[config.mk]
export PLATFORM = sky130hd
export DESIGN_NAME = sw_btn_led_ctrl
export DESIGN_NICKNAME = d
export VERILOG_FILES = /design/src/rtl/sw_btn_led_ctrl.sv
export SDC_FILE = /design/constraint.sdc
export NUM_CORES = 1
export LEC_CHECK = 0
export CORE_MARGIN = 3
export CORE_UTILIZATION = 56
export CTS_CLUSTER_SIZE = 16
export DETAILED_ROUTE_END_ITERATION = 6
export GPL_ROUTABILITY_DRIVEN = 0
export MAX_ROUTING_LAYER = met4
export PLACE_DENSITY = 0.74
export SKIP_CTS_REPAIR_TIMING = 1
export SLEW_MARGIN = 40
export SYNTH_ARGS = -nofsm -noshare
export SYNTH_HDL_FRONTEND = slang
export SYNTH_SLANG_ARGS = --single-unit
[constraint.sdc]
create_clock -name CLK100MHZ -period 11.2 [get_ports CLK100MHZ]
set_input_delay 1.12 -clock CLK100MHZ [delete_from_list [all_inputs] [get_ports CLK100MHZ]]
set_output_delay 1.12 -clock CLK100MHZ [all_outputs]
set_load 0.1 [all_outputs]
[src/rtl/sw_btn_led_ctrl.sv]
// sw_btn_led_ctrl: switch/button to LED controller.
//   Raw sw/btn/mode pass through 2-flop synchronizers. Each sw and btn bit is
//   then debounced by a per-lane stable bit plus counter. The debounced buttons
//   produce press pulses that drive a toggle register and a btn[0] press counter.
//   A free-running blink generator and the synchronized mode select what the
//   registered led output shows.
// Ports:
//   CLK100MHZ  in   system clock, rising edge
//   ck_rst     in   async active-low reset (deassert synchronized internally)
//   sw[N]      in   raw slide switches
//   btn[N]     in   raw push buttons (bouncing)
//   mode[2]    in   raw mode select: 00 direct, 01 toggle, 10 blink, 11 count
//   led[N]     out  registered LED drive, 1 = on
module sw_btn_led_ctrl #(
  parameter int N               = 4,
  parameter int DEBOUNCE_CYCLES = 1000000,
  parameter int BLINK_HALF      = 25000000
) (
  input  logic         CLK100MHZ,
  input  logic         ck_rst,
  input  logic [N-1:0] sw,
  input  logic [N-1:0] btn,
  input  logic [1:0]   mode,
  output logic [N-1:0] led
);

  localparam int CW = $clog2(DEBOUNCE_CYCLES);
  localparam int BW = $clog2(BLINK_HALF);

  typedef enum logic [1:0] {
    M_DIRECT = 2'b00,
    M_TOGGLE = 2'b01,
    M_BLINK  = 2'b10,
    M_COUNT  = 2'b11
  } mode_t;

  // Reset: asserts immediately, releases two edges after ck_rst rises.
  logic [1:0] rst_sync;
  logic       rst_n;

  always_ff @(posedge CLK100MHZ or negedge ck_rst) begin
    if (!ck_rst) rst_sync <= '0;
    else         rst_sync <= {rst_sync[0], 1'b1};
  end

  assign rst_n = rst_sync[1];

  // Input synchronizers. sw and btn are handled as one 2N-bit lane vector
  // so they share a single debouncer generate loop: [N-1:0] sw, [2N-1:N] btn.
  logic [2*N-1:0] in_m, in_s;
  logic [1:0]     mode_m;
  mode_t          mode_s;

  always_ff @(posedge CLK100MHZ or negedge rst_n) begin
    if (!rst_n) begin
      in_m   <= '0;
      in_s   <= '0;
      mode_m <= '0;
      mode_s <= M_DIRECT;
    end else begin
      in_m   <= {btn, sw};
      in_s   <= in_m;
      mode_m <= mode;
      mode_s <= mode_t'(mode_m);
    end
  end

  // Per-lane debouncer: the stable bit only flips after the synced input has
  // disagreed with it for DEBOUNCE_CYCLES consecutive clocks.
  logic [2*N-1:0]         stable;
  logic [2*N-1:0][CW-1:0] dcnt;

  for (genvar i = 0; i < 2*N; i++) begin : g_deb
    always_ff @(posedge CLK100MHZ or negedge rst_n) begin
      if (!rst_n) begin
        stable[i] <= 1'b0;
        dcnt[i]   <= '0;
      end else if (in_s[i] == stable[i]) begin
        dcnt[i]   <= '0;
      end else if (dcnt[i] == CW'(DEBOUNCE_CYCLES - 1)) begin
        stable[i] <= ~stable[i];
        dcnt[i]   <= '0;
      end else begin
        dcnt[i]   <= dcnt[i] + 1'b1;
      end
    end
  end

  logic [N-1:0] deb_sw, deb_btn;
  assign deb_sw  = stable[N-1:0];
  assign deb_btn = stable[2*N-1:N];

  // Press pulses on debounced rising edges; release is ignored.
  logic [N-1:0] btn_q, press;
  logic [N-1:0] tog, cnt;

  assign press = deb_btn & ~btn_q;

  always_ff @(posedge CLK100MHZ or negedge rst_n) begin
    if (!rst_n) begin
      btn_q <= '0;
      tog   <= '0;
      cnt   <= '0;
    end else begin
      btn_q <= deb_btn;
      tog   <= tog ^ press;
      cnt   <= cnt + N'(press[0]);
    end
  end

  // Free-running blink, unaffected by mode.
  logic [BW-1:0] bcnt;
  logic          blink;

  always_ff @(posedge CLK100MHZ or negedge rst_n) begin
    if (!rst_n) begin
      bcnt  <= '0;
      blink <= 1'b0;
    end else if (bcnt == BW'(BLINK_HALF - 1)) begin
      bcnt  <= '0;
      blink <= ~blink;
    end else begin
      bcnt  <= bcnt + 1'b1;
    end
  end

  // Output register; mode is used straight from its synchronizer.
  always_ff @(posedge CLK100MHZ or negedge rst_n) begin
    if (!rst_n) begin
      led <= '0;
    end else begin
      unique case (mode_s)
        M_DIRECT: led <= deb_sw | deb_btn;
        M_TOGGLE: led <= tog ^ deb_sw;
        M_BLINK:  led <= (deb_sw | tog) & {N{blink}};
        M_COUNT:  led <= cnt;
      endcase
    end
  end

endmodule
==> qor.csv, run 1 <==
metric,value,unit
DRC viols,0,
syn_area_per_cell,10.2,sq um
Reg2Reg Depth,4,
GRT Overall Usage,19.4,%
crit path capture,bcnt[13],
FF-to-FF End,bcnt[13],
Worst EP arrival,2.98,ns
biggest area consumer among synthesized cells,dfrtp_1,
Routed Antenna Nets,0,
Pwr Density,142,nW/um^2
relative slew slack,45.6,%
reg2reg start,bcnt[6],
CTS Root Cell,clkbuf_16,
final setup margin,8.57,ns
DR vias/cell,5.66,
critical path capture point type,flop,
routed wire length per instance,14.3,microns
M1 GR Usage,26.5,%
minimum clock period,2.63,ns
largest cells by area after synthesis,"dfrtp_1, xnor2_1, nor2_1",
Detailed Route Iter0 Violations,372,
overall die width,146,microns
setup_tns,0,ns
Synthesized Nets,1100,
CP startpoint kind,flop,
final non-filler cell area,12200,sq um
Crit. Startpoint,bcnt[6],
WP data required,11.55,ns
initial antenna violation count,0,
number of buffers added on ports,15,
CTS H-tree lvls,1,
pre-CTS setup slack,8.58,ns
gr busiest metal,met2,
"Seq/Total Area, Yosys",53.1,%
register clock-pin slew on the reported worst setup and hold paths,0.06,ns
TritonCTS Buffers,24,
Fmax achieved,0.380,GHz
Core Footprint,19000,sq um
largest net degree at the start of global routing,110,
DRT Wirelength,19700,microns
CTS tree,yes,
via count,7788,
Slew @ Worst Pin,0.811,ns
Post-synth EDFFs,0,
Synth cell types,50,
"Setup violations, final",0,
#FFs+latches synth,232,
Slew Limit Fails,0,
Sink Count,232,
antenna cells,0,
critical path class,flop to flop,
worst-path fanout max,11,
Peak VDD IR,148,uV
"Area growth, synth to finish",11.9,%
Post-Route Utilization,64.5,%
CTS Buffer Depth,3,
yosys warns,0,
Reg2Reg Setup Slack,8.57,ns
Hold Crit Class,flop to asynchronous set/reset pin,
Final period util,23.5,%
starting density of the core,57.6,%
first-pass GRT wire length,34900,microns
Synth Flop Type,dfrtp_1,
Hold Slack,0.330,ns
cell area after synthesis,10900,sq um
ys async rst share,100,%
GRT met3 Usage,2.77,%
Leak,5.02,nW
Final Hold Vio Count,0,
status,finished clean,
Post-DP HPWL,13100,microns
layout cells sized above 1,7.35,%
share of the synthesized area in the top cell type,53.1,%
vias in the first global route,7654,
Final nets,1125,
I/O Pins,16,
first drt pass iteration count,4,
grt ovf,0,
Die H,146,microns
Placed Area,11400,sq um
Worst-Skew Late Latency,0.52,ns
Synth Instances,1073,
met2 usage,31.0,%
RSZ-0062 raised after global routing,false,
row cnt,50,
max cap viols,0,
die area,21200,sq um
clock skew,0.0167,ns
## Yosys cell counts, types with 2 or more instances
master,n
inv_1,37
xnor2_1,80
clkbuf_1,17
a21oi_1,52
ha_1,15
o31ai_1,16
and2_1,6
dfrtp_1,232
o31ai_2,3
mux2_2,7
nor4b_1,6
nor3_1,28
nor2b_1,7
xor2_1,47
or4b_1,5
and3_2,2
nand2b_1,2
nand4b_1,3
nand4_2,2
or3_1,33
or4b_2,4
buf_2,3
nand3_1,74
nor2_1,138
and4_1,14
o221ai_1,2
nand4_1,34
o21ai_0,45
and3_1,21
o31ai_4,3
mux2i_1,3
nor4_1,25
a2bb2o_1,2
or4_1,24
nand2_1,66
## worst max-delay path, stage by stage (launching register included)
cell and delay, ns:
dfrtp_1 0.43, or4b_1 0.53, or4_1 0.63, nor2_1 0.66
o221ai_1 0.23
## metrics by stage
| step | cells | power (W) |
|---|---|---|
| 6_report | 1376 | 0.00174 |
| 5_1_grt | 1376 | 0.00180 |
| 4_1_cts | 1376 | 0.00176 |
| 3_5_place_dp | 1332 | 0.000925 |
| 3_3_place_gp | 1330 | 0.000923 |
| 2_1_floorplan | 1073 | 0.000907 |
## layer usage
metal / up-vias / share of wire [%]
li1: 3853 / -
met1: 3796 / 47
met2: 105 / 47
met3: 34 / 3.3
met4: 0 / 2.0
met5: - / 0
## how the worst min path moves through the flow
stage | startpoint | endpoint | cells past startpoint
final | rst_sync[1] | dcnt[97] | 0
after global routing | in_m[5] | in_s[5] | 0
after CTS | mode_m[1] | mode_s[1] | 0
after detailed placement | in_m[5] | in_s[5] | 0
after global placement | mode_m[1] | mode_s[1] | 0
after floorplan | in_m[0] | in_s[0] | 0
## state kept, by name, indices dropped and copies added, names as in the netlist
| signal | count |
|---|---|
| led | 4 |
| deb_btn | 4 |
| mode_s | 2 |
| in_s | 8 |
| dcnt | 160 |
| mode_m | 2 |
| tog | 4 |
| blink | 1 |
| rst_sync | 2 |
| btn_q | 4 |
| bcnt | 25 |
| in_m | 8 |
| cnt | 4 |
| deb_sw | 4 |
## cell families after synthesis
group                    Yosys count  share of synthesized area [%]
AND/OR/NAND/NOR                  501                           24.3
AO/OA/AOI/OAI                    126                           7.24
flip-flops                       232                           53.1
other                              1                         0.0343
multiplexers                      11                           1.13
buffers and inverters             60                           2.21
adder cells (fa/ha/maj)           15                           1.72
XOR/XNOR                         127                           10.2
## report_power, final
part	internal [W]	leakage (nW)	switching (W)	total, W
clock network	0.000510	0.411	0.000319	0.000828
logic	0.0000152	1.45	0.0000294	0.0000445
registers	0.000849	3.16	0.0000147	0.000864
## placed cells by master, fill, tap and decap left out, types with 11 or more instances in the layout
cell type,Yosys,routed
nand2_1,66,66
nor2_1,138,138
inv_1,37,37
nand4_1,34,34
clkdlybuf4s50_1,0,11
dfrtp_1,232,231
or4_1,24,24
o31ai_1,16,15
a21oi_1,52,52
ha_1,15,15
clkbuf_16,0,25
and3_1,21,21
nand3_1,74,74
nor3_1,28,28
xor2_1,47,47
and4_1,14,14
nor4_1,25,24
xnor2_1,80,80
or3_1,33,33
o21ai_0,45,45
## area by class of cell
class	count	area, sq um
fillers	1506	6740
multi-input cells	781	4890
clock inverters	10	130
clock buffers	34	709
flip-flops and latches	232	5810
inverters	37	139
repair buffers	22	219
well taps	260	325
(Power assumes the default switching activity.)
==> run 2, diff against run 1 <==
Settings changed: PLACE_DENSITY 0.74 to 0.77.
Clock period 11.2 ns to 2.4 ns, I/O delays scaled along.
==> run 2 against run 1 <==
- combinational power rose to 5.2 times the previous value
- worst hold slack worse by 0.17 ns
- sequential share of layout area down 1.0 points
- sequential power rose to 4.7 times the previous value
- core utilization up 1.4 points
- clock power rose to 5.4 times the previous value
- final cell count up 1.2%
- global-route usage up 0.91 points
- die area unchanged
- critical path depth unchanged
- clock skew down 0.0060 ns
==> qor.csv, run 2 (same netlist as run 1, synthesis figures left out) <==
metric,value,unit,change
Final period util,92.8,%,+69 points
via count,7924,,+1.7%
most frequent cells in the layout,"dfrtp_1, nor2_1, xnor2_1",,
Largest regs,"dcnt: 160 flops, bcnt: 25 flops",,
Detailed Route Iter0 Violations,445,,+20%
register clock-pin slew on the reported worst setup and hold paths,0.07,ns,about the same
Fmax achieved,0.449,GHz,+18%
Routed Antenna Nets,0,,unchanged
Slew Limit Fails,0,,unchanged
Core Footprint,19000,sq um,unchanged
initial antenna violation count,0,,unchanged
die area,21200,sq um,unchanged
Clk pwr share,51.4,%,+3.7 points
GRT Overall Usage,20.3,%,+0.91 points
CP max-delay cell,or4b_1,,
Leak,5.15,nW,+2.7%
crit-path cells,"or4b_1, or4_4, or3_4, mux2_4",,
Post-Route Utilization,65.9,%,+1.4 points
row cnt,50,,unchanged
DR vias/cell,5.69,,+0.50%
sw frac,20.2,%,-0.64 points
CTS Root Cell,clkbuf_16,,
Hold Slack,0.158,ns,-0.172 ns
Pint,0.00698,W,+410%
clock skew,0.0107,ns,-0.00601 ns
Final Hold Vio Count,0,,unchanged
"Setup violations, final",0,,unchanged
largest net degree at the start of global routing,83,,-25%
critical path capture point type,flop,,
Worst-Skew Late Latency,0.52,ns,about the same
Reg with most FFs,dcnt,,
Sink Count,232,,unchanged
P_sw,0.00177,W,+390%
RSZ-0062 raised after global routing,false,,
Final nets,1142,,+1.5%
critical path class,flop to flop,,
relative slew slack,55.2,%,+9.6 points
number of buffers added on ports,15,,unchanged
Worst path max stage delay,0.52,ns,-0.14 ns
overall die width,146,microns,unchanged
worst-path fanout max,6,,-5
Slew @ Worst Pin,0.666,ns,-0.145 ns
DRT Wirelength,20500,microns,+4.1%
Combinational Power Share,2.7,%,about the same
grt ovf,0,,unchanged
Crit path max-delay family,simple AND/OR/NAND/NOR gates,,
first drt pass iteration count,5,,+1
Hold Crit Class,flop to asynchronous set/reset pin,,
Largest register FFs,160,,unchanged
status,finished clean,,
layout cells sized above 1,8.91,%,+1.6 points
Peak VDD IR,637,uV,+330%
sequential power share,46.0,%,-3.7 points
CP startpoint kind,flop,,
Pwr Density,701,nW/um^2,+390%
DRC viols,0,,unchanged
starting density of the core,57.6,%,unchanged
setup_tns,0,ns,unchanged
Worst EP arrival,2.62,ns,-0.36 ns
routed wire length per instance,14.7,microns,+2.8%
WP buf/inv,0,,unchanged
"Area growth, synth to finish",14.3,%,
CTS Buffer Depth,3,,unchanged
Post-DP HPWL,13400,microns,+2.0%
vias in the first global route,7908,,+3.3%
Die H,146,microns,unchanged
antenna cells,0,,unchanged
I/O Pins,16,,unchanged
"most common cell after layout, fill and taps aside",dfrtp_1,,
max cap viols,0,,unchanged
CTS tree,yes,,
CTS H-tree lvls,1,,unchanged
minimum clock period,2.23,ns,-0.403 ns
total power,0.00875,W,+400%
WP data required,2.79,ns,-8.76 ns
TritonCTS Buffers,25,,+4.2%
first-pass GRT wire length,36700,microns,+5.2%
-- run 2: layout make-up --
cell class / instances / area [sq um]
Clock buffer: 27 / 653
Inverter: 37 / 139
Tap cell: 260 / 325
Timing Repair Buffer: 38 / 353
Sequential cell: 232 / 5810
Clock inverter: 18 / 327
Fill cell: 1475 / 6470
Multi-Input combinational cell: 781 / 4880
-- run 2: per-stage QoR --
step | setup slack [ns] | cell area (sq um) | instances
after floorplan | 0.0567 | 10900 | 1073
after global placement | 0.215 | 11500 | 1347
after detailed placement | 0.183 | 11500 | 1347
after CTS | 0.178 | 12500 | 1392
after global routing | 0.0509 | 12500 | 1393
final | 0.173 | 12500 | 1393
-- run 2: power by group through the flow --
stage	Clock (W)	Combinational [W]	Sequential [W]
2_1_floorplan	0	0.000104	0.00413
3_3_place_gp	0	0.000235	0.00409
3_5_place_dp	0	0.000238	0.00409
4_1_cts	0.00460	0.000239	0.00402
5_1_grt	0.00474	0.000269	0.00403
6_report	0.00449	0.000232	0.00402
-- run 2: worst register-to-register path: cells and delay by family (launching register included) --
family | cells | cell delay, ns
flip-flops | 1 | 0.43
AND/OR/NAND/NOR | 3 | 1.39
multiplexers | 1 | 0.30
-- run 2: path summary, 6_finish.rpt --
kind                                    to  slack, ns  depth (start not counted)   startpoint
max in group asynchronous         dcnt[73]       1.57                          1  rst_sync[1]
worst max-delay path            deb_btn[0]       0.17                          4     dcnt[87]
worst max register to register  deb_btn[0]       0.17                          4     dcnt[87]
worst min-delay path             dcnt[138]       0.16                          0  rst_sync[1]
worst min register to register   dcnt[138]       0.16                          0  rst_sync[1]
min in group CLK100MHZ             in_m[2]       0.17                          1        sw[2]
-- run 2: per-layer routing --
metal	global-route usage, %	vias up	wire, microns
met5	-	-	0
met1	27.0	3893	9590
li1	-	3888	-
met4	4.65	0	402
met2	33.3	110	9910
met3	2.96	33	601
